[src/rtl/synth_pkg.sv]
// Shared types and constants for the synth voice path.
// Contents: waveform encoding, default pitch/note widths, reference
// pitch words, the note event record and the allocator FSM states.
package synth_pkg;

  localparam int unsigned PITCH_W = 12;
  localparam int unsigned NOTE_W  = 7;

  // pitch = clk/(2*256*freq) - 1 at 12 MHz
  localparam logic [PITCH_W-1:0] P_A440 = 12'd52;
  localparam logic [PITCH_W-1:0] P_A880 = 12'd26;

  typedef enum logic [1:0] {
    WF_SQUARE = 2'd0,
    WF_TRI    = 2'd1,
    WF_SINE   = 2'd2,
    WF_SAW    = 2'd3
  } waveform_t;

  typedef struct packed {
    logic                on;
    logic [NOTE_W-1:0]   note;
    logic [PITCH_W-1:0]  pitch;
    waveform_t           waveform;
  } note_event_t;

  typedef enum logic {
    ST_IDLE = 1'b0,
    ST_PROC = 1'b1
  } alloc_state_t;

endpackage

[src/rtl/voice_allocator_select.sv]
// Combinational voice lookup for the allocator.
// Ports:
//   ena_i        per-voice active flags
//   tags_i       packed per-voice note tags, voice 0 in LSBs
//   ranks_i      packed per-voice age ranks (0 youngest)
//   note_i       note tag to look up
//   hit_o/hit_idx_o    lowest-index active voice carrying note_i
//   free_o/free_idx_o  lowest-index inactive voice
//   oldest_idx_o       voice whose rank is NUM_VOICES-1
module voice_select #(
  parameter int unsigned NUM_VOICES = 4,
  parameter int unsigned NOTE_W     = 7,
  parameter int unsigned VIDX_W     = $clog2(NUM_VOICES)
) (
  input  logic [NUM_VOICES-1:0]        ena_i,
  input  logic [NUM_VOICES*NOTE_W-1:0] tags_i,
  input  logic [NUM_VOICES*VIDX_W-1:0] ranks_i,
  input  logic [NOTE_W-1:0]            note_i,
  output logic                         hit_o,
  output logic [VIDX_W-1:0]            hit_idx_o,
  output logic                         free_o,
  output logic [VIDX_W-1:0]            free_idx_o,
  output logic [VIDX_W-1:0]            oldest_idx_o
);

  // Scan from the top index down so the lowest matching index is the last
  // one written and therefore wins.
  always_comb begin
    hit_o        = 1'b0;
    hit_idx_o    = '0;
    free_o       = 1'b0;
    free_idx_o   = '0;
    oldest_idx_o = '0;
    for (int unsigned j = 0; j < NUM_VOICES; j++) begin
      int unsigned i;
      i = NUM_VOICES - 1 - j;
      if (ena_i[i] && (tags_i[i*NOTE_W +: NOTE_W] == note_i)) begin
        hit_o     = 1'b1;
        hit_idx_o = VIDX_W'(i);
      end
      if (!ena_i[i]) begin
        free_o     = 1'b1;
        free_idx_o = VIDX_W'(i);
      end
      if (ranks_i[i*VIDX_W +: VIDX_W] == VIDX_W'(NUM_VOICES - 1)) begin
        oldest_idx_o = VIDX_W'(i);
      end
    end
  end

endmodule

[src/rtl/voice_allocator.sv]
// Polyphonic voice allocator in front of NUM_VOICES synth channels.
// Accepts note-on/off events over valid/ready (one event per two cycles),
// assigns note-ons to a voice (retrigger > free > steal oldest) and drives
// per-channel pitch/waveform/enable plus a one-cycle restart pulse.
// Ports:
//   clk, rst            clock, synchronous active-high reset
//   ev_valid/ev_ready   event handshake
//   ev_on, ev_note, ev_pitch, ev_waveform   event payload
//   all_off             silence every voice at the next edge
//   voice_ena/_pitch/_waveform/_restart     packed per-channel outputs
//   steal, steal_voice  one-cycle pulse and index when a busy voice is taken
module voice_allocator #(
  parameter int unsigned NUM_VOICES = 4,
  parameter int unsigned PITCH_W    = 12,
  parameter int unsigned NOTE_W     = 7,
  parameter int unsigned VIDX_W     = $clog2(NUM_VOICES)
) (
  input  logic                          clk,
  input  logic                          rst,
  input  logic                          ev_valid,
  output logic                          ev_ready,
  input  logic                          ev_on,
  input  logic [NOTE_W-1:0]             ev_note,
  input  logic [PITCH_W-1:0]            ev_pitch,
  input  logic [1:0]                    ev_waveform,
  input  logic                          all_off,
  output logic [NUM_VOICES-1:0]         voice_ena,
  output logic [NUM_VOICES*PITCH_W-1:0] voice_pitch,
  output logic [NUM_VOICES*2-1:0]       voice_waveform,
  output logic [NUM_VOICES-1:0]         voice_restart,
  output logic                          steal,
  output logic [VIDX_W-1:0]             steal_voice
);
  import synth_pkg::*;

  alloc_state_t state_q, state_d;

  logic               ev_on_q;
  logic [NOTE_W-1:0]  ev_note_q;
  logic [PITCH_W-1:0] ev_pitch_q;
  logic [1:0]         ev_wf_q;
  logic               capture;

  logic [NUM_VOICES-1:0] ena_q, ena_d;
  logic [PITCH_W-1:0]    pitch_q [NUM_VOICES];
  logic [PITCH_W-1:0]    pitch_d [NUM_VOICES];
  logic [1:0]            wf_q    [NUM_VOICES];
  logic [1:0]            wf_d    [NUM_VOICES];
  logic [NOTE_W-1:0]     tag_q   [NUM_VOICES];
  logic [NOTE_W-1:0]     tag_d   [NUM_VOICES];
  logic [VIDX_W-1:0]     rank_q  [NUM_VOICES];
  logic [VIDX_W-1:0]     rank_d  [NUM_VOICES];
  logic [NUM_VOICES-1:0] restart_q, restart_d;
  logic                  steal_q, steal_d;
  logic [VIDX_W-1:0]     steal_voice_q, steal_voice_d;

  logic [NUM_VOICES*NOTE_W-1:0] tags_flat;
  logic [NUM_VOICES*VIDX_W-1:0] ranks_flat;
  logic                         hit, free;
  logic [VIDX_W-1:0]            hit_idx, free_idx, oldest_idx;
  logic [VIDX_W-1:0]            v;

  always_comb begin
    tags_flat  = '0;
    ranks_flat = '0;
    for (int unsigned i = 0; i < NUM_VOICES; i++) begin
      tags_flat[i*NOTE_W +: NOTE_W]  = tag_q[i];
      ranks_flat[i*VIDX_W +: VIDX_W] = rank_q[i];
    end
  end

  voice_select #(
    .NUM_VOICES (NUM_VOICES),
    .NOTE_W     (NOTE_W),
    .VIDX_W     (VIDX_W)
  ) u_select (
    .ena_i        (ena_q),
    .tags_i       (tags_flat),
    .ranks_i      (ranks_flat),
    .note_i       (ev_note_q),
    .hit_o        (hit),
    .hit_idx_o    (hit_idx),
    .free_o       (free),
    .free_idx_o   (free_idx),
    .oldest_idx_o (oldest_idx)
  );

  always_comb begin
    state_d       = state_q;
    ena_d         = ena_q;
    pitch_d       = pitch_q;
    wf_d          = wf_q;
    tag_d         = tag_q;
    rank_d        = rank_q;
    restart_d     = '0;
    steal_d       = 1'b0;
    steal_voice_d = steal_voice_q;
    capture       = 1'b0;
    v             = '0;
    ev_ready      = (state_q == ST_IDLE) && !rst;

    case (state_q)
      ST_IDLE: begin
        if (all_off) ena_d = '0;
        if (ev_valid && ev_ready) begin
          capture = 1'b1;
          state_d = ST_PROC;
        end
      end
      ST_PROC: begin
        state_d = ST_IDLE;
        if (all_off) begin
          ena_d = '0;
        end else if (ev_on_q) begin
          if (hit) begin
            v = hit_idx;
          end else if (free) begin
            v = free_idx;
          end else begin
            v             = oldest_idx;
            steal_d       = 1'b1;
            steal_voice_d = oldest_idx;
          end
          ena_d[v]     = 1'b1;
          tag_d[v]     = ev_note_q;
          pitch_d[v]   = ev_pitch_q;
          wf_d[v]      = ev_wf_q;
          restart_d[v] = 1'b1;
          // Move v to youngest; everything younger than v ages by one, which
          // keeps the ranks a permutation.
          for (int unsigned i = 0; i < NUM_VOICES; i++) begin
            if (VIDX_W'(i) == v) begin
              rank_d[i] = '0;
            end else if (rank_q[i] < rank_q[v]) begin
              rank_d[i] = rank_q[i] + VIDX_W'(1);
            end
          end
        end else if (hit) begin
          ena_d[hit_idx] = 1'b0;
        end
      end
      default: state_d = ST_IDLE;
    endcase
  end

  always_ff @(posedge clk) begin
    if (rst) begin
      state_q       <= ST_IDLE;
      ev_on_q       <= 1'b0;
      ev_note_q     <= '0;
      ev_pitch_q    <= '0;
      ev_wf_q       <= '0;
      ena_q         <= '0;
      restart_q     <= '0;
      steal_q       <= 1'b0;
      steal_voice_q <= '0;
      for (int unsigned i = 0; i < NUM_VOICES; i++) begin
        pitch_q[i] <= '0;
        wf_q[i]    <= '0;
        tag_q[i]   <= '0;
        rank_q[i]  <= VIDX_W'(i);
      end
    end else begin
      state_q       <= state_d;
      ena_q         <= ena_d;
      pitch_q       <= pitch_d;
      wf_q          <= wf_d;
      tag_q         <= tag_d;
      rank_q        <= rank_d;
      restart_q     <= restart_d;
      steal_q       <= steal_d;
      steal_voice_q <= steal_voice_d;
      if (capture) begin
        ev_on_q    <= ev_on;
        ev_note_q  <= ev_note;
        ev_pitch_q <= ev_pitch;
        ev_wf_q    <= ev_waveform;
      end
    end
  end

  always_comb begin
    voice_pitch    = '0;
    voice_waveform = '0;
    for (int unsigned i = 0; i < NUM_VOICES; i++) begin
      voice_pitch[i*PITCH_W +: PITCH_W] = pitch_q[i];
      voice_waveform[i*2 +: 2]          = wf_q[i];
    end
  end

  assign voice_ena     = ena_q;
  assign voice_restart = restart_q;
  assign steal         = steal_q;
  assign steal_voice   = steal_voice_q;

endmodule

[config.mk]
export PLATFORM = sky130hd
export DESIGN_NAME = voice_allocator
export DESIGN_NICKNAME = d
export VERILOG_FILES = /design/src/rtl/synth_pkg.sv /design/src/rtl/voice_allocator_select.sv /design/src/rtl/voice_allocator.sv
export SDC_FILE = /design/constraint.sdc
export NUM_CORES = 1
export LEC_CHECK = 0
export BUFFER_PORTS_ARGS = -buffer_cell sky130_fd_sc_hd__clkbuf_2
export CELL_PAD_IN_SITES_DETAIL_PLACEMENT = 1
export CELL_PAD_IN_SITES_GLOBAL_PLACEMENT = 1
export CORE_AREA = 10 10 126 128
export CTS_CLUSTER_DIAMETER = 60
export CTS_CLUSTER_SIZE = 24
export DETAILED_ROUTE_END_ITERATION = 16
export DIE_AREA = 0 0 136 138
export HOLD_SLACK_MARGIN = 0.05
export PLACE_DENSITY_LB_ADDON = 0.1
export SLEW_MARGIN = 20
export SYNTH_ARGS = -nofsm -noshare
export SYNTH_HDL_FRONTEND = slang
export SYNTH_SLANG_ARGS = --single-unit
[constraint.sdc]
create_clock -name clk -period 3.65 [get_ports clk]
set_input_delay 0.5475 -clock clk [delete_from_list [all_inputs] [get_ports clk]]
set_output_delay 0.5475 -clock clk [all_outputs]
set_load 0.1 [all_outputs]
==> summary.txt <==
Routing
  – Pre-Repair DR Iteration Count: 4
  – Routed WL: 17.7 mm
  – Wire per inst: 18.8 um
  – Detail Route Antenna Nets: 0
  – DR DRC count: 0
  – Total number of vias: 5044
  – Routed vias/inst: 5.34
  – 1st-iter DRT viols: 311

Floorplanning
  – Die ar.: 18800 sq um
  – # rows: 43
  – Initial core utilization: 39.8%
  – IO Pins: 94
  – CORE AREA: 13500 sq um
  – Die Y-Extent: 138 um
  – DIE WIDTH: 136 um

CTS
  – CTS tree: yes
  – Clock latency on the worst-skew pair: slightly above 0.4 ns
  – Clk buf depth: 2
  – CTS root buf: clkbuf_16
  – # resized after CTS: 0
  – Clock transition at path regs: ~0.050 ns
  – Hold buffers post-CTS: 0
  – Cts bufs inserted: 17
  – Htree depth: 4
  – Postcts setup bufs: 0
  – CTS Sinks: 126

Timing
  – Post-route setup TNS: 0 ns
  – Max frequency: 0.313 GHz
  – RSZ-0062 raised after global routing: false
  – Final count of pins violating max slew: 0
  – Rel. slew slack: a little over two fifths
  – Final Hold Fails: 0
  – Max Clock Skew: approximately 0.0075 ns
  – Worst-Margin Slew: 0.853 ns
  – Post-route minimum period: about 3.2 ns
  – Final setup viols: 0
  – Final worst-path cycle share: between 80% and 90%

Yosys
  – Ys async rst share: 0%
  – Post-synth net total: 706
  – Yosys top cell area share: ~47%
  – Library cells used by synthesis: 61
  – Sequential share of the synthesized area: 46.9%
  – YS warnings: 0
  – #FFs+latches synth: 126
  – Syn Area/Cell: 7.95 sq um
  – Main synth FF type: dfxtp_1
  – Post-Syn Instances: approximately 680
  – Mapped Area: around 5400 sq um
  – Post-synth EDFFs: 0
  – Leading area contributor after synthesis: dfxtp_1
  – Area contributors post-synth: dfxtp_1, nand2_1, a21oi_1

Global routing
  – GR Util met3: about 5.4%
  – GRT overflow: 0
  – Most used routing layer: met2
  – Number of global-route vias before repair: 5368
  – Global-route wire length before repair: 28.8 mm
  – Global-route track usage on met2: 31.4%
  – M1 GR Usage: 22.9%
  – Initial antenna violation count: 0
  – Total Routing Usage GR: 19.1%
  – Largest net degree at the start of global routing: 78

Placement
  – Port-buffer cells: between 90 and 100
  – Gpl congestion: 0.852
  – Final HPWL DP: 12.1 mm
  – Cells after DPL: 914

Pwr
  – Lkg Pwr: 2.52 nW
  – Power Dens Cells: 484 nW/um^2
  – Max IR drop VDD: around 0.25 mV
  – Tot Pwr: 3.13 mW

Critical path
  – Crit path arrival time: between 3 and 4 ns
  – CP endpoint kind: flip-flop
  – R2R setup slack: around 0.46 ns
  – CP top delay family: compound AO/OA/AOI/OAI gates
  – Critical path class: flip-flop to flip-flop
  – WP buf/inv: 0
  – Critical path's slowest cell: dfxtp_1
  – Max stage delay on crit path: 0.54 ns
  – Top fanout value on the critical path: 12
  – Critical path launch point type: flip-flop
  – CP cell instances: xor2_1 -> nor4_2 -> and4_1 -> o211ai_4 -> a31o_1 -> o22ai_2 -> or2_2 -> nand2_1 -> a221o_1
  – Crit path required time: 3.95 ns

Cells and area
  – Share of cells above drive strength 1: 19.9%
  – Fillers: between 1500 and 2000
  – Fin nets: 783
  – N_diodes: 0
  – Layout Cells excl Fill: between 900 and 1000
  – Area growth, synth to finish: 20.3%

Job
  – MaxCap Viol Count: 0

Run status
  – Status: finished clean

Hold path
  – Hold Crit Class: primary input to flip-flop
per-layer routing:
metal	share of wire, %	up-vias
li1	-	2423
met1	44	2480
met2	48	114
met3	5.6	27
met4	2.2	0
met5	0	-
final timing paths:
check | from | to | cells past startpoint
worst max-delay path | ev_note_q[0] | rank_q[0] | 9
worst min-delay path | ev_waveform[0] | ev_wf_q[0] | 3
worst max register to register | ev_note_q[0] | rank_q[0] | 9
worst min register to register | voice_pitch[40] | voice_pitch[40] | 2
cells in the final DEF (no fill, tap or decap), drive strengths merged, types with 2 or more instances in the layout:
cell type / count
a21o: 2
o21bai: 3
nand2b: 3
nand4: 6
and4: 3
nor2b: 2
o311ai: 3
clkbuf: 116
and3: 3
nand2: 233
o21ai: 26
a21oi: 95
nor2: 22
nor4: 7
nor3: 7
buf: 13
and2: 3
xnor2: 6
a2111oi: 2
a311oi: 3
a31o: 3
dfxtp: 126
o2111ai: 3
a211oi: 2
o211ai: 4
ha: 4
mux2i: 3
o22ai: 3
clkinv: 4
or3: 2
inv: 7
nand3: 7
xor2: 22
metrics by stage:
step / util [%] / hold slack [ns] / instance area [sq um] / setup WS [ns]
after floorplan: - / 0.448 / 5380 / 0.764
after global placement: 43.9 / 0.444 / 5930 / 0.627
after detailed placement: 43.9 / 0.450 / 5930 / 0.506
after CTS: 47.9 / 0.317 / 6470 / 0.469
after global routing: 47.9 / 0.347 / 6470 / 0.224
final: 47.9 / 0.332 / 6470 / 0.457
logic make-up after synthesis:
kind of cell | Yosys count | share of synthesized area (%)
AOI/OAI and AO/OA | 160 | 18.2
xor gates and xnor gates | 28 | 4.56
adders and majority gates | 5 | 1.14
buffers and inverters | 54 | 4.91
DFF | 126 | 46.9
muxes | 3 | 0.559
and+or+nand+nor | 300 | 23.7
cells in the mapped netlist (all sizes together) (2+ instances only):
cell,n
nand2,233
dfxtp,126
a21oi,95
clkbuf,30
o21ai,26
nor2,22
xor2,22
buf,17
inv,7
nand3,7
nor3,7
nor4,7
nand4,6
xnor2,6
ha,4
o211ai,4
a311oi,3
a31o,3
and2,3
and3,3
and4,3
mux2i,3
nand2b,3
o2111ai,3
o21bai,3
o22ai,3
o311ai,3
a2111oi,2
a211oi,2
a21o,2
nor2b,2
or3,2
registers in the layout, summed over array words and instances, names as in the netlist, 2 cells and up:
register / flops
ev_note_q: 7
ev_pitch_q: 12
ev_wf_q: 2
rank_q: 8
steal_voice: 2
tag_q: 28
voice_ena: 4
voice_pitch: 48
voice_restart: 4
voice_waveform: 8
power breakdown:
part | internal, mW | total (mW) | switching (mW)
Sequential | 1.40 | 1.43 | 0.0378
Combinational | 0.0412 | 0.124 | 0.0824
Clock | 0.980 | 1.57 | 0.592
final cells by class:
type	instances	area (sq um)	share of cell area [%]
clock buffer	24	482	7.45
clock inverter	6	61.3	0.948
inverter	7	26.3	0.406
multi-input combinational	496	2590	40.1
sequential	126	2520	39.0
tap	180	225	3.48
timing repair buffer	105	558	8.63
tightest hold or removal path: stages:
cell and delay [ns]:
clkbuf_2 0.07, nand2_1 0.04, o21ai_0 0.05
Note: power is estimated with default switching activity, not from simulation.
